[config.mk]
export PLATFORM = sky130hd
export DESIGN_NAME = othello_cursor_datapath_flat
export DESIGN_NICKNAME = d
export VERILOG_FILES = /design/src/rtl/othello_cursor_datapath_if.sv /design/src/rtl/othello_cursor_datapath.sv /design/src/flat_wrapper.sv
export SDC_FILE = /design/constraint.sdc
export NUM_CORES = 1
export LEC_CHECK = 0
export CORE_ASPECT_RATIO = 1.1
export CORE_MARGIN = 2
export CORE_UTILIZATION = 38
export CTS_CLUSTER_SIZE = 40
export DETAILED_ROUTE_END_ITERATION = 8
export DONT_BUFFER_PORTS = 1
export HOLD_SLACK_MARGIN = 0.05
export PLACE_DENSITY_LB_ADDON = 0.15
export SYNTH_ARGS = -nofsm -noshare
export SYNTH_HDL_FRONTEND = slang
export SYNTH_SLANG_ARGS = --single-unit
[constraint.sdc]
create_clock -name clock -period 5.9 [get_ports clock]
set_input_delay 0.59 -clock clock [delete_from_list [all_inputs] [get_ports clock]]
set_output_delay 0.59 -clock clock [all_outputs]
set_load 0.03 [all_outputs]
[src/rtl/othello_cursor_datapath_if.sv]
// othello_cursor_datapath_if: plot-job valid/ready bus between the cursor datapath and the drawing engine
interface othello_cursor_datapath_if #(
  parameter int XPW = 8,
  parameter int YPW = 7
);
  logic [XPW-1:0] x_plot;
  logic [YPW-1:0] y_plot;
  logic [1:0]     select;
  logic           plot_valid;
  logic           plot_ready;
  modport master (output x_plot, y_plot, select, plot_valid, input plot_ready);
  modport slave (input x_plot, y_plot, select, plot_valid, output plot_ready);
endinterface

[src/rtl/othello_cursor_datapath.sv]
// othello_cursor_datapath: board cursor, side, cell array and plot-job sequencer; OTHELLO_INIT_BOARD_EN loads the opening position at reset
module othello_cursor_datapath #(
  parameter int BOARD_DIM = 8,
  parameter int CW        = 3,
  parameter int PITCH     = 13,
  parameter int X_ORIGIN  = 9,
  parameter int Y_ORIGIN  = 9,
  parameter int XPW       = 8,
  parameter int YPW       = 7,
  parameter int WRAP      = 0
) (
  input  logic                  clock,
  input  logic                  resetn,
  input  logic                  i_move_up,
  input  logic                  i_move_down,
  input  logic                  i_move_left,
  input  logic                  i_move_right,
  input  logic                  i_turn_side,
  input  logic                  i_place_disk,
  input  logic [CW-1:0]         i_rd_x,
  input  logic [CW-1:0]         i_rd_y,
  output logic [1:0]            o_rd_state,
  output logic [CW-1:0]         o_x,
  output logic [CW-1:0]         o_y,
  output logic [CW-1:0]         o_old_x,
  output logic [CW-1:0]         o_old_y,
  output logic                  o_side,
  output logic                  o_place_reject,
  output logic                  o_busy,
  othello_cursor_datapath_if.master plot_if
);
  localparam int NCELL = BOARD_DIM * BOARD_DIM;
  localparam int IW = (NCELL > 1) ? $clog2(NCELL) : 1;
  localparam logic [CW-1:0] MAXC = CW'(BOARD_DIM - 1);
  localparam logic [1:0] S_IDLE  = 2'd0;
  localparam logic [1:0] S_ERASE = 2'd1;
  localparam logic [1:0] S_BOX   = 2'd2;
  localparam logic [1:0] S_DISK  = 2'd3;
`ifdef OTHELLO_INIT_BOARD_EN
  localparam int M = BOARD_DIM / 2;
  localparam logic [IW-1:0] I_LL = IW'((M - 1) * BOARD_DIM + (M - 1));
  localparam logic [IW-1:0] I_HH = IW'(M * BOARD_DIM + M);
  localparam logic [IW-1:0] I_HL = IW'((M - 1) * BOARD_DIM + M);
  localparam logic [IW-1:0] I_LH = IW'(M * BOARD_DIM + (M - 1));
`endif

  logic [1:0]     r_state;
  logic [CW-1:0]  r_x, r_y, r_old_x, r_old_y;
  logic           r_side;
  logic           r_mv_d, r_turn_d, r_place_d;
  logic [XPW-1:0] r_xp;
  logic [YPW-1:0] r_yp;
  logic [1:0]     r_sel;
  logic           r_pv;
  logic           r_rej;
  logic [1:0]     r_cells [NCELL];

  logic           w_mv_any, w_mv_ev, w_turn_ev, w_place_ev, w_idle, w_moved, w_place_go, w_rd_in;
  logic [CW-1:0]  w_nx, w_ny;
  logic [IW-1:0]  w_cur_idx, w_rd_idx;
  logic [1:0]     w_cell_cur;
  logic [XPW-1:0] w_xp;
  logic [YPW-1:0] w_yp;

  function automatic logic [CW-1:0] f_dec(input logic [CW-1:0] v);
    return (v == '0) ? ((WRAP != 0) ? MAXC : v) : v - CW'(1);
  endfunction

  function automatic logic [CW-1:0] f_inc(input logic [CW-1:0] v);
    return (v == MAXC) ? ((WRAP != 0) ? '0 : v) : v + CW'(1);
  endfunction

  assign w_mv_any   = i_move_up | i_move_down | i_move_left | i_move_right;
  assign w_mv_ev    = w_mv_any & ~r_mv_d;
  assign w_turn_ev  = i_turn_side & ~r_turn_d;
  assign w_place_ev = i_place_disk & ~r_place_d;
  assign w_idle     = (r_state == S_IDLE);

  assign w_ny = i_move_up ? f_dec(r_y) : i_move_down ? f_inc(r_y) : r_y;
  assign w_nx = (i_move_up | i_move_down) ? r_x :
                i_move_left ? f_dec(r_x) : i_move_right ? f_inc(r_x) : r_x;
  assign w_moved = (w_nx != r_x) | (w_ny != r_y);

  assign w_cur_idx  = IW'(32'(r_y) * BOARD_DIM + 32'(r_x));
  assign w_cell_cur = r_cells[w_cur_idx];
  assign w_place_go = w_idle & w_place_ev & ~w_mv_ev & (w_cell_cur == 2'b00);

  // every job plots the current cursor cell: ERASE is entered before x/y take the new value
  assign w_xp = XPW'(X_ORIGIN + PITCH * 32'(r_x));
  assign w_yp = YPW'(Y_ORIGIN + PITCH * 32'(r_y));

  assign w_rd_in  = (32'(i_rd_x) < BOARD_DIM) && (32'(i_rd_y) < BOARD_DIM);
  assign w_rd_idx = IW'(32'(i_rd_y) * BOARD_DIM + 32'(i_rd_x));
  assign o_rd_state = w_rd_in ? r_cells[w_rd_idx] : 2'b00;

  assign o_x            = r_x;
  assign o_y            = r_y;
  assign o_old_x        = r_old_x;
  assign o_old_y        = r_old_y;
  assign o_side         = r_side;
  assign o_place_reject = r_rej;
  assign o_busy         = ~w_idle;
  assign plot_if.x_plot     = r_xp;
  assign plot_if.y_plot     = r_yp;
  assign plot_if.select     = r_sel;
  assign plot_if.plot_valid = r_pv;

  // previous-cycle samples for rising-edge detection of the command inputs
  always_ff @(posedge clock) begin
    if (resetn) {r_mv_d, r_turn_d, r_place_d} <= 3'b000;
    else {r_mv_d, r_turn_d, r_place_d} <= {w_mv_any, i_turn_side, i_place_disk};
  end

  // side toggles on every turn event regardless of FSM state
  always_ff @(posedge clock) begin
    if (resetn) r_side <= 1'b0;
    else if (w_turn_ev) r_side <= ~r_side;
  end

  // job sequencer: accepts commands in IDLE and registers plot outputs together with the state change
  always_ff @(posedge clock) begin
    if (resetn) begin
      r_state <= S_IDLE;
      r_x     <= '0;
      r_y     <= '0;
      r_old_x <= '0;
      r_old_y <= '0;
      r_xp    <= '0;
      r_yp    <= '0;
      r_sel   <= 2'b00;
      r_pv    <= 1'b0;
      r_rej   <= 1'b0;
    end else begin
      r_rej <= 1'b0;
      if (w_idle) begin
        if (w_mv_ev) begin
          if (w_moved) begin
            r_old_x <= r_x;
            r_old_y <= r_y;
            r_x     <= w_nx;
            r_y     <= w_ny;
            r_state <= S_ERASE;
            r_pv    <= 1'b1;
            r_xp    <= w_xp;
            r_yp    <= w_yp;
            r_sel   <= 2'b00;
          end
        end else if (w_place_ev) begin
          if (w_place_go) begin
            r_state <= S_DISK;
            r_pv    <= 1'b1;
            r_xp    <= w_xp;
            r_yp    <= w_yp;
            r_sel   <= {1'b1, r_side};
          end else begin
            r_rej <= 1'b1;
          end
        end
      end else if (plot_if.plot_ready) begin
        if (r_state == S_ERASE) begin
          r_state <= S_BOX;
          r_xp    <= w_xp;
          r_yp    <= w_yp;
          r_sel   <= 2'b01;
        end else begin
          r_state <= S_IDLE;
          r_pv    <= 1'b0;
        end
      end
    end
  end

  // cell-state array with a single placement write port
  always_ff @(posedge clock) begin
    if (resetn) begin
      r_cells <= '{default: 2'b00};
`ifdef OTHELLO_INIT_BOARD_EN
      r_cells[I_LL] <= 2'b11;
      r_cells[I_HH] <= 2'b11;
      r_cells[I_HL] <= 2'b10;
      r_cells[I_LH] <= 2'b10;
`else
`endif
    end else if (w_place_go) begin
      r_cells[w_cur_idx] <= {1'b1, r_side};
    end
  end
endmodule

[src/flat_wrapper.sv]
// flat-port wrapper written by rule: the top's interface ports become plain ports
module othello_cursor_datapath_flat 
#(
  parameter int BOARD_DIM = 8,
  parameter int CW        = 3,
  parameter int PITCH     = 13,
  parameter int X_ORIGIN  = 9,
  parameter int Y_ORIGIN  = 9,
  parameter int XPW       = 8,
  parameter int YPW       = 7,
  parameter int WRAP      = 0
)
  (clock, resetn, i_move_up, i_move_down, i_move_left, i_move_right, i_turn_side, i_place_disk, i_rd_x, i_rd_y, o_rd_state, o_x, o_y, o_old_x, o_old_y, o_side, o_place_reject, o_busy, plot_if_x_plot, plot_if_y_plot, plot_if_select, plot_if_plot_valid, plot_if_plot_ready);
  othello_cursor_datapath_if #(.XPW(XPW), .YPW(YPW)) plot_if_i ();
  input  logic clock;
  input  logic resetn;
  input  logic i_move_up;
  input  logic i_move_down;
  input  logic i_move_left;
  input  logic i_move_right;
  input  logic i_turn_side;
  input  logic i_place_disk;
  input  logic [CW-1:0] i_rd_x;
  input  logic [CW-1:0] i_rd_y;
  output logic [1:0] o_rd_state;
  output logic [CW-1:0] o_x;
  output logic [CW-1:0] o_y;
  output logic [CW-1:0] o_old_x;
  output logic [CW-1:0] o_old_y;
  output logic o_side;
  output logic o_place_reject;
  output logic o_busy;
  output wire logic [$bits(plot_if_i.x_plot)-1:0] plot_if_x_plot;
  output wire logic [$bits(plot_if_i.y_plot)-1:0] plot_if_y_plot;
  output wire logic [$bits(plot_if_i.select)-1:0] plot_if_select;
  output wire logic [$bits(plot_if_i.plot_valid)-1:0] plot_if_plot_valid;
  input wire logic [$bits(plot_if_i.plot_ready)-1:0] plot_if_plot_ready;
  assign plot_if_x_plot = plot_if_i.x_plot;
  assign plot_if_y_plot = plot_if_i.y_plot;
  assign plot_if_select = plot_if_i.select;
  assign plot_if_plot_valid = plot_if_i.plot_valid;
  assign plot_if_i.plot_ready = plot_if_plot_ready;
  othello_cursor_datapath #(.BOARD_DIM(BOARD_DIM), .CW(CW), .PITCH(PITCH), .X_ORIGIN(X_ORIGIN), .Y_ORIGIN(Y_ORIGIN), .XPW(XPW), .YPW(YPW), .WRAP(WRAP)) u_core (.clock(clock), .resetn(resetn), .i_move_up(i_move_up), .i_move_down(i_move_down), .i_move_left(i_move_left), .i_move_right(i_move_right), .i_turn_side(i_turn_side), .i_place_disk(i_place_disk), .i_rd_x(i_rd_x), .i_rd_y(i_rd_y), .o_rd_state(o_rd_state), .o_x(o_x), .o_y(o_y), .o_old_x(o_old_x), .o_old_y(o_old_y), .o_side(o_side), .o_place_reject(o_place_reject), .o_busy(o_busy), .plot_if(plot_if_i));
endmodule
==> flow_metrics.py <==
metrics = {
    "run_status": {
        "status": "finished clean",
    },
    "global_route": {
        "grt_pass1_vias": 7172,
        "grt.overflow.total": 0,
        "track_usage_pct": 22.13,
        "antenna_found_initial": 0,
        "grt_pass1_wl_um": 42980,
        "grt_max_degree": 172,
    },
    "yosys": {
        "synth_top_area_share_pct": 36.42,
        "syn_area_per_cell_um2": 9.507,
        "synth.distinct_cells": 67,
        "synth.largest_area_cell": "dfxtp_1",
        "async_reset_ff_share_pct": 0,
        "syn_inst": 954,
        "synth_nets": 992,
        "syn_area_mm2": 0.009070,
        "synth_enable_flop_cells": 0,
        "synthTopCellsByArea": "dfxtp_1 (36%), mux4_2 (11%), mux2i_1 (7.7%), a21oi_1 (5.1%), nand2b_1 (4.7%)",
        "yosysSeqAreaShare_pct": 36.42,
        "synth-warning-count": 0,
        "synth_flop_cell": "dfxtp_1",
        "ys_seq_elements": 165,
    },
    "sta": {
        "setup_ws_ps": 1804,
        "max_slew_margin_pct": 33.99,
        "setup-violations-final": 0,
        "post-route-period-util_pct": 69.42,
        "fin_worst_skew_ps": 13.95,
        "tightest_slew_ps": 986.5,
        "period_needed_ps": 4096,
        "finalHoldViolCount": 0,
        "finalSetupTns_ps": 0,
        "finalMaxSlewViolations": 0,
        "rsz0062_at_grt": "false",
        "fmax_mhz": 244.1,
        "whs_ps": 216.0,
    },
    "hold_path": {
        "holdCritStartpoint": "resetn",
        "hp-class": "in -> reg",
    },
    "final_layout": {
        "fin_area_mm2": 0.009762,
        "area_delta_synth_final_pct": 7.629,
        "final_common_cell": "dfxtp_1",
        "fillers": 2327,
        "final_core_utilization_pct": 41.45,
        "antenna-diode-count": 0,
        "nets": 941,
        "final_cell_mix": "dfxtp_1 (163), a21oi_1 (93), inv_1 (78)",
        "layout-drive-gt1-share_pct": 12.99,
    },
    "die": {
        "core_mm2": 0.02355,
        "rows": 59,
        "start_util_pct": 38.52,
        "die_h_um": 166.0,
        "io_pins": 50,
        "die_area_mm2": 0.02512,
        "fp.dieW_um": 151.3,
    },
    "routing": {
        "vias_per_cell": 5.790,
        "drt_iter0_markers": 481,
        "wl_per_cell_um": 21.85,
        "vias": 7069,
        "drtPass1Iterations": 5,
        "final_antenna_net_count": 0,
        "drc": 0,
        "drt-total-wl_um": 26680,
    },
    "setup_path": {
        "r2r-start": "u_core.o_x[0]$_SDFFE_PP0P_",
        "cp_cell_sequence": "buf_4, nand2b_1, o311a_1, a2bb2oi_1, a2bb2oi_1, and4_2, buf_4, nor3_1, mux2_2",
        "worstPathRequired_ps": 6220,
        "critPathKind": "reg -> reg",
        "crit_buf_inv": 2,
        "worst-path-max-fanout": 36,
        "worstPathArrival_ps": 4420,
        "cp_slowest_cell": "dfxtp_2",
        "crit_family": "simple AND/OR/NAND/NOR gates",
        "startpoint": "u_core.o_x[0]$_SDFFE_PP0P_",
        "crit_path_start_kind": "flop",
        "end_kind": "flop",
        "crit_path_max_incr_delay_ps": 880,
    },
    "cts": {
        "cts_hold_buf": 0,
        "root_buffer": "clkbuf_16",
        "tritoncts": "yes",
        "clk_pin_slew_ps": 70,
        "cts_max_level": 4,
        "cts.sinks": 165,
        "cts_buffer_depth": 2,
        "cts_inserted_buffers": 17,
        "postCtsSetupRepairBufs": 0,
        "cts_resized": 0,
        "clkLatencyLatePin_ps": 440,
    },
    "flow_run": {
        "maxCapViolCount": 0,
    },
    "power_and_ir_drop": {
        "power.density_mw_per_mm2": 305.8,
        "ir_drop_mv": 0.2170,
        "total_leakage_power_nw": 3.591,
    },
    "placement": {
        "place_ws_ps": 1842,
        "postPlaceCellArea_mm2": 0.009205,
        "io_buffers": 0,
        "place_congestion": 0.7988,
        "dp.final_hpwl_um": 17450,
    },
}
path summary, 6_finish.rpt:
path | endpoint | slack, ps | cells past startpoint
min reg2reg | u_core.r_cells[59]$_SDFFE_PP0P_ | 460 | 2
max reg2reg | u_core.r_state[0]$_SDFFE_PP0P_ | 1800 | 9
min | u_core.r_place_d$_SDFF_PP0_ | 220 | 1
max | u_core.r_state[0]$_SDFFE_PP0P_ | 1800 | 9
area by class of cell:
type                       count  area, um2  area share, %
sequential                   165       3306          33.86
tap                          305      381.6          3.909
clock inverter                13      123.9          1.269
clock buffer                  19      432.9          4.435
inverter                      80      300.3          3.076
timing repair buffer          12      90.09         0.9228
multi-input combinational    627       5127          52.53
cells by family after synthesis:
kind of cell             count (synthesis)  synth area share (%)
AO/OA/AOI/OAI                          230                 16.95
buffers and inverters                  162                 7.298
AND/OR/NAND/NOR                        244                 15.68
flip-flops                             165                 36.42
adder cells (fa/ha/maj)                 23                 3.338
multiplexers                           118                 19.15
XOR/XNOR                                12                 1.159
synth_stat cells (all sizes together) (3+ instances only):
master	n
or3	9
nor2b	12
nand2	15
mux4	44
ha	21
mux2i	70
and3	5
buf	29
nor3	22
nor2	46
clkbuf	53
o311a	3
nand3	11
o2111ai	29
nand4	12
or3b	3
o211ai	14
nor3b	8
o31ai	12
xnor2	11
dfxtp	165
inv	79
mux2	4
nand2b	68
o311ai	9
nor4	12
a211oi	5
o21ai	38
a31oi	7
and2	7
nand3b	4
a21oi	93
per-layer routing:
layer / track usage [%] / vias up / wire length (um)
met3: 4.451 / 23 / 1390
met4: 5.039 / 0 / 294
met1: 30.76 / 3508 / 12490
met5: 0 / - / 0
met2: 35.45 / 178 / 12500
li1: - / 3360 / -
sequential cells by signal (all words and copies together) (netlist names):
register and flops:
u_core.r_cells 128, u_core.plot_if.x_plot 8, u_core.plot_if.y_plot 7, u_core.o_old_x 3
u_core.o_old_y 3, u_core.o_x 3, u_core.o_y 3, u_core.plot_if.select 2
u_core.r_state 2, u_core.o_place_reject 1, u_core.o_side 1, u_core.plot_if.plot_valid 1
u_core.r_mv_d 1, u_core.r_place_d 1, u_core.r_turn_d 1
power by group:
| group | total, mW | internal, mW | switching, mW |
|---|---|---|---|
| Clock | 1.08 | 0.586 | 0.491 |
| Combinational | 0.621 | 0.208 | 0.413 |
| Sequential | 1.29 | 1.17 | 0.119 |
| Total | 2.99 | 1.96 | 1.02 |
through the flow:
step	instances	power, mW
2_1_floorplan	954	1.795
3_3_place_gp	1189	1.931
3_5_place_dp	1189	1.934
4_1_cts	1221	3.008
5_1_grt	1221	3.123
6_report	1221	2.985
No activity file was read; power rests on OpenSTA's default activity.
